[config.mk]
export PLATFORM = sky130hd
export DESIGN_NAME = word_chip_sequencer
export DESIGN_NICKNAME = d
export VERILOG_FILES = /design/src/rtl/word_seq_pkg.sv /design/src/rtl/onehot_dec.sv /design/src/rtl/word_chip_sequencer.sv
export SDC_FILE = /design/constraint.sdc
export NUM_CORES = 1
export LEC_CHECK = 0
export CAP_MARGIN = 15
export CORE_MARGIN = 2
export CORE_UTILIZATION = 46
export CTS_CLUSTER_SIZE = 40
export DETAILED_ROUTE_END_ITERATION = 16
export PLACE_DENSITY = 0.76
export SYNTH_ARGS = -nofsm -noshare
export SYNTH_HDL_FRONTEND = slang
export SYNTH_SLANG_ARGS = --single-unit
[constraint.sdc]
create_clock -name clk -period 2.2 [get_ports clk]
set_input_delay 0.44 -clock clk [delete_from_list [all_inputs] [get_ports clk]]
set_output_delay 0.44 -clock clk [all_outputs]
set_load 0.005 [all_outputs]
[src/rtl/word_seq_pkg.sv]
// rtl/word_seq_pkg.sv - shared types and sizing helpers for the word chip sequencer
package word_seq_pkg;

    localparam int N_CHIPS_DEFAULT = 6;

    typedef enum logic {
        COLLECT = 1'b0,
        HOLD    = 1'b1
    } seq_state_e;

    // Count must represent 0..n_chips inclusive.
    function automatic int cnt_width(input int n_chips);
        return $clog2(n_chips + 1);
    endfunction

endpackage

[src/rtl/onehot_dec.sv]
// rtl/onehot_dec.sv - parametrised binary index to one-hot decoder
module onehot_dec #(
    parameter int N_CHIPS = 6,
    parameter int IDX_W   = 3
) (
    input  logic [IDX_W-1:0]   idx,
    input  logic               en,
    output logic [N_CHIPS-1:0] onehot
);

    always_comb begin
        onehot = '0;
        for (int i = 0; i < N_CHIPS; i++) begin
            onehot[i] = en && (idx == IDX_W'(i));
        end
    end

endmodule

[src/rtl/word_chip_sequencer.sv]
// rtl/word_chip_sequencer.sv - word length accumulator issuing a held one-hot chip select
module word_chip_sequencer
    import word_seq_pkg::*;
#(
    parameter int N_CHIPS = N_CHIPS_DEFAULT,
    parameter int CNT_W   = cnt_width(N_CHIPS)
) (
    input  logic               clk,
    input  logic               reset,
    input  logic               en,
    input  logic               char_in,
    input  logic               back_in,
    input  logic               commit,
    input  logic               clear,
    input  logic               ack,
    output logic [N_CHIPS-1:0] sel,
    output logic               sel_valid,
    output logic [CNT_W-1:0]   count,
    output logic               full,
    output logic               overflow
);

    localparam logic [CNT_W-1:0] COUNT_MAX = CNT_W'(N_CHIPS);

    seq_state_e         state_q, state_d;
    logic [CNT_W-1:0]   count_q, count_d;
    logic               overflow_q, overflow_d;
    logic [N_CHIPS-1:0] sel_q, sel_d;
    logic [N_CHIPS-1:0] dec_onehot;

    // Word length L selects chip L-1.
    onehot_dec #(
        .N_CHIPS (N_CHIPS),
        .IDX_W   (CNT_W)
    ) u_dec (
        .idx    (count_q - CNT_W'(1)),
        .en     (1'b1),
        .onehot (dec_onehot)
    );

    always_comb begin
        state_d    = state_q;
        count_d    = count_q;
        overflow_d = overflow_q;
        sel_d      = sel_q;
        if (clear) begin
            state_d    = COLLECT;
            count_d    = '0;
            overflow_d = 1'b0;
            sel_d      = '0;
        end else if (en) begin
            case (state_q)
                COLLECT: begin
                    if (commit && (count_q != '0)) begin
                        sel_d   = dec_onehot;
                        state_d = HOLD;
                    end else if (char_in && !back_in) begin
                        if (count_q < COUNT_MAX) begin
                            count_d = count_q + CNT_W'(1);
                        end else begin
                            overflow_d = 1'b1;
                        end
                    end else if (back_in && !char_in) begin
                        if (count_q != '0) begin
                            count_d = count_q - CNT_W'(1);
                        end
                    end
                end
                HOLD: begin
                    if (ack) begin
                        state_d    = COLLECT;
                        count_d    = '0;
                        overflow_d = 1'b0;
                        sel_d      = '0;
                    end
                end
                default: state_d = COLLECT;
            endcase
        end
    end

    always_ff @(posedge clk) begin
        if (reset) begin
            state_q    <= COLLECT;
            count_q    <= '0;
            overflow_q <= 1'b0;
            sel_q      <= '0;
        end else begin
            state_q    <= state_d;
            count_q    <= count_d;
            overflow_q <= overflow_d;
            sel_q      <= sel_d;
        end
    end

    // en gates the select with no latency; sel_q itself is retained.
    assign sel       = sel_q & {N_CHIPS{en}};
    assign sel_valid = (state_q == HOLD) && en;
    assign count     = count_q;
    assign full      = (count_q == COUNT_MAX);
    assign overflow  = overflow_q;

endmodule

==> impl_metrics.yaml <==
outcome:
  status: "finished, final reports clean"
clocking:
  cts_tree: "yes"
  numCtsBuffers: 3
  clkTransAtPathRegs_ps: 70
  postCtsSetupBuffers: 0
  clock_sinks: 11
  cts-root-buf: "clkbuf_4"
  htreeDepth: 1
  clock_latency_ps: 270
  cts_buffer_depth: 2
timing:
  hold_violations: 0
  grt_setup_unrepaired: "yes"
  holdWs_ps: 469.2
  fin_skew_ps: 3.596
  max-slew-margin-rel_pct: 74.55
  setup_violations: 0
  tightest_slew_ps: 378.8
  fmaxAchievable_mhz: 466.6
  finalWorstPathRequiredPeriod_ps: 2143
  setup_ws_ps: 56.80
  finalCritPeriodShare_pct: 97.42
  maxSlewViolCount: 0
detailed_routing:
  wirelength_um: 1617
  dr.first_iter.drc_count: 7
  ant_nets: 0
  drcViolationCount: 0
  vias: 703
  vias_per_cell: 5.579
  routedWlPerCell_um: 12.83
  dr.pass1.iters: 4
floorplan:
  die_h_um: 44.40
  io_pins: 20
  std_cell_rows: 14
  die_x_um: 44.40
  die_area_mm2: 0.001971
  core_mm2: 0.001524
  start_util_pct: 49.26
hold_path:
  hold_class: "reg -> reg"
  min_path_cells: 2
  min-delay-start: "sel_q[3]"
  hold_path_end: "sel_q[3]"
setup_path:
  r2r-end: "sel_q[5]"
  r2r_start: "count[1]"
  worstPathMaxFanout: 10
  worst-r2r-cell-count: 6
  crit_chain: "clkdlybuf4s50_1 > buf_4 > and2_1 > clkdlybuf4s50_1"
  cp.required_ps: 1760
  crit_top_cell: "clkdlybuf4s50_1"
  cp_num_buf_inv: 3
  r2r_setup_slack_ps: 460
  crit_path_start_kind: "input pin"
  cpPeakStageDelay_ps: 490
  crit_start: "en"
  arrival_ps: 1700
  crit_type: "in -> out"
  end_kind: "output port"
  crit_family: "buffers and inverters"
  slowest_stage: "clkdlybuf4s50_1"
logic_synthesis:
  yosysMostFrequentCell: "dfxtp_1"
  synth.distinct_cells: 32
  synth_top_area_cell: "dfxtp_1"
  synth_area_um2: 750.7
  synthArstFlopShare_pct: 0
  synth_edf_count: 0
  yosys_warnings: 0
  syn-num-nets: 103
  yosysSeqAreaShare_pct: 29.33
  synthCells: 87
  synth-seq-cells: 11
  avgSynthCellArea_um2: 8.629
  synth-main-ff-cell: "dfxtp_1"
  synthTopCellsByArea: "dfxtp_1 29%, ha_1 13%, a21oi_1 6.7%"
  yosys.area.top_type_share_pct: 29.33
  synth_common_cells: "11 x dfxtp_1, 10 x a21oi_1, 8 x ha_1, 8 x o21ai_0, 6 x and2_1"
cells_and_area:
  multiInputGateArea_um2: 503.0
  drive_gt1_share_pct: 14.55
  seq_area_um2: 221.5
  fin_nets: 127
  fin_cells: 126
  n_antenna_cell: 0
  syn_to_final_growth_pct: 34.00
  fillCellCount: 137
global_route:
  globalRouteOverflowTotal: 0
  grt_pass1_vias: 621
  grt_first_pass_wirelength_um: 2642
  antenna_found_initial: 0
  grt_max_degree: 12
  grt_usage_pct: 19.17
placement:
  io_buffers: 19
  gp_congestion: 0.7989
  dp_hpwl_um: 1288
  post-place-ws_ps: 44.96
  dp.cells: 122
run:
  max_cap_violations: 0
power_and_ir_drop:
  powerDensity_mw_per_mm2: 407.9
  p_leak_nw: 0.3739
  ir_drop_mv: 0.4619
## registers in the layout, indices dropped and copies added (netlist names)
register,flops
overflow,1
sel_q,6
state_q,1
count,3
## per-stage QoR
stage               util, %  total power (W)  setup TNS, ps  cell area [µm²]
finish                66.01        0.0004103              0             1006
detailed placement    63.71        0.0002759              0            970.9
global route          66.01        0.0004332         -12.21             1006
floorplan                 -        0.0002479              0            750.7
CTS                   65.44        0.0004160              0            997.2
global placement      63.71        0.0002748              0            970.9
## area by class of cell
| class | count | area share (%) |
|---|---|---|
| inverters | 6 | 2.239 |
| multi-input cells | 67 | 50.00 |
| well taps | 16 | 1.990 |
| flip-flops and latches | 11 | 22.01 |
| repair buffers | 22 | 21.14 |
| clock buffers | 4 | 2.612 |
## per-layer routing
metal	part of all wire, %	global-route usage, %	wire length (µm)
met5	0	0	0
met3	4.4	7.347	71
met4	1.7	9.091	28
met2	50	32.65	804
met1	44	20.80	712
## cell families (layout without fill, tap and decap cells)
kind of cell | count (synthesis) | after routing | synth area share (%)
flops | 11 | 11 | 29.33
simple gates | 31 | 31 | 25.50
buf+inv | 9 | 32 | 4.666
fa+ha+maj | 8 | 8 | 13.33
xor+xnor | 2 | 2 | 2.334
compound gates | 26 | 26 | 24.83
## report_power, final
part / internal (W) / switching, W
logic: 0.0000336 / 0.0000367
registers: 0.000200 / 0.00000197
clock network: 0.0000704 / 0.0000672
## worst register-to-register path: stages (launching register included)
cell and delay [ps]:
dfxtp_1 410, inv_1 100, ha_1 210, or2b_4 250, a22oi_4 80, or4_1 480
a21oi_1 150
## worst max path at each step
stage	to	cells past startpoint
2_1_floorplan	sel_q[5]	6
3_3_place_gp	sel_valid	4
3_5_place_dp	sel_valid	4
4_1_cts	sel_valid	4
5_1_grt	sel_valid	4
6_report	sel[0]	4
## cells in the final DEF, fill, tap and decap left out, drive strengths merged, types with 3 or more instances in the layout
master         synthesis  routed
dfxtp                 11      11
o21ai                  8       8
clkdlybuf4s50          0      19
nor2                   4       4
buf                    1       3
a21oi                 10      10
clkbuf                 2       4
nand4                  5       5
ha                     8       8
and2                   7       7
inv                    5       5
## what timing repair did
action / CTS / global route
hold buffers: 0 / 0
setup endpoints to repair: 0 / 4
gates resized for setup: 0 / 3
No activity file was read; power rests on OpenSTA's default activity.
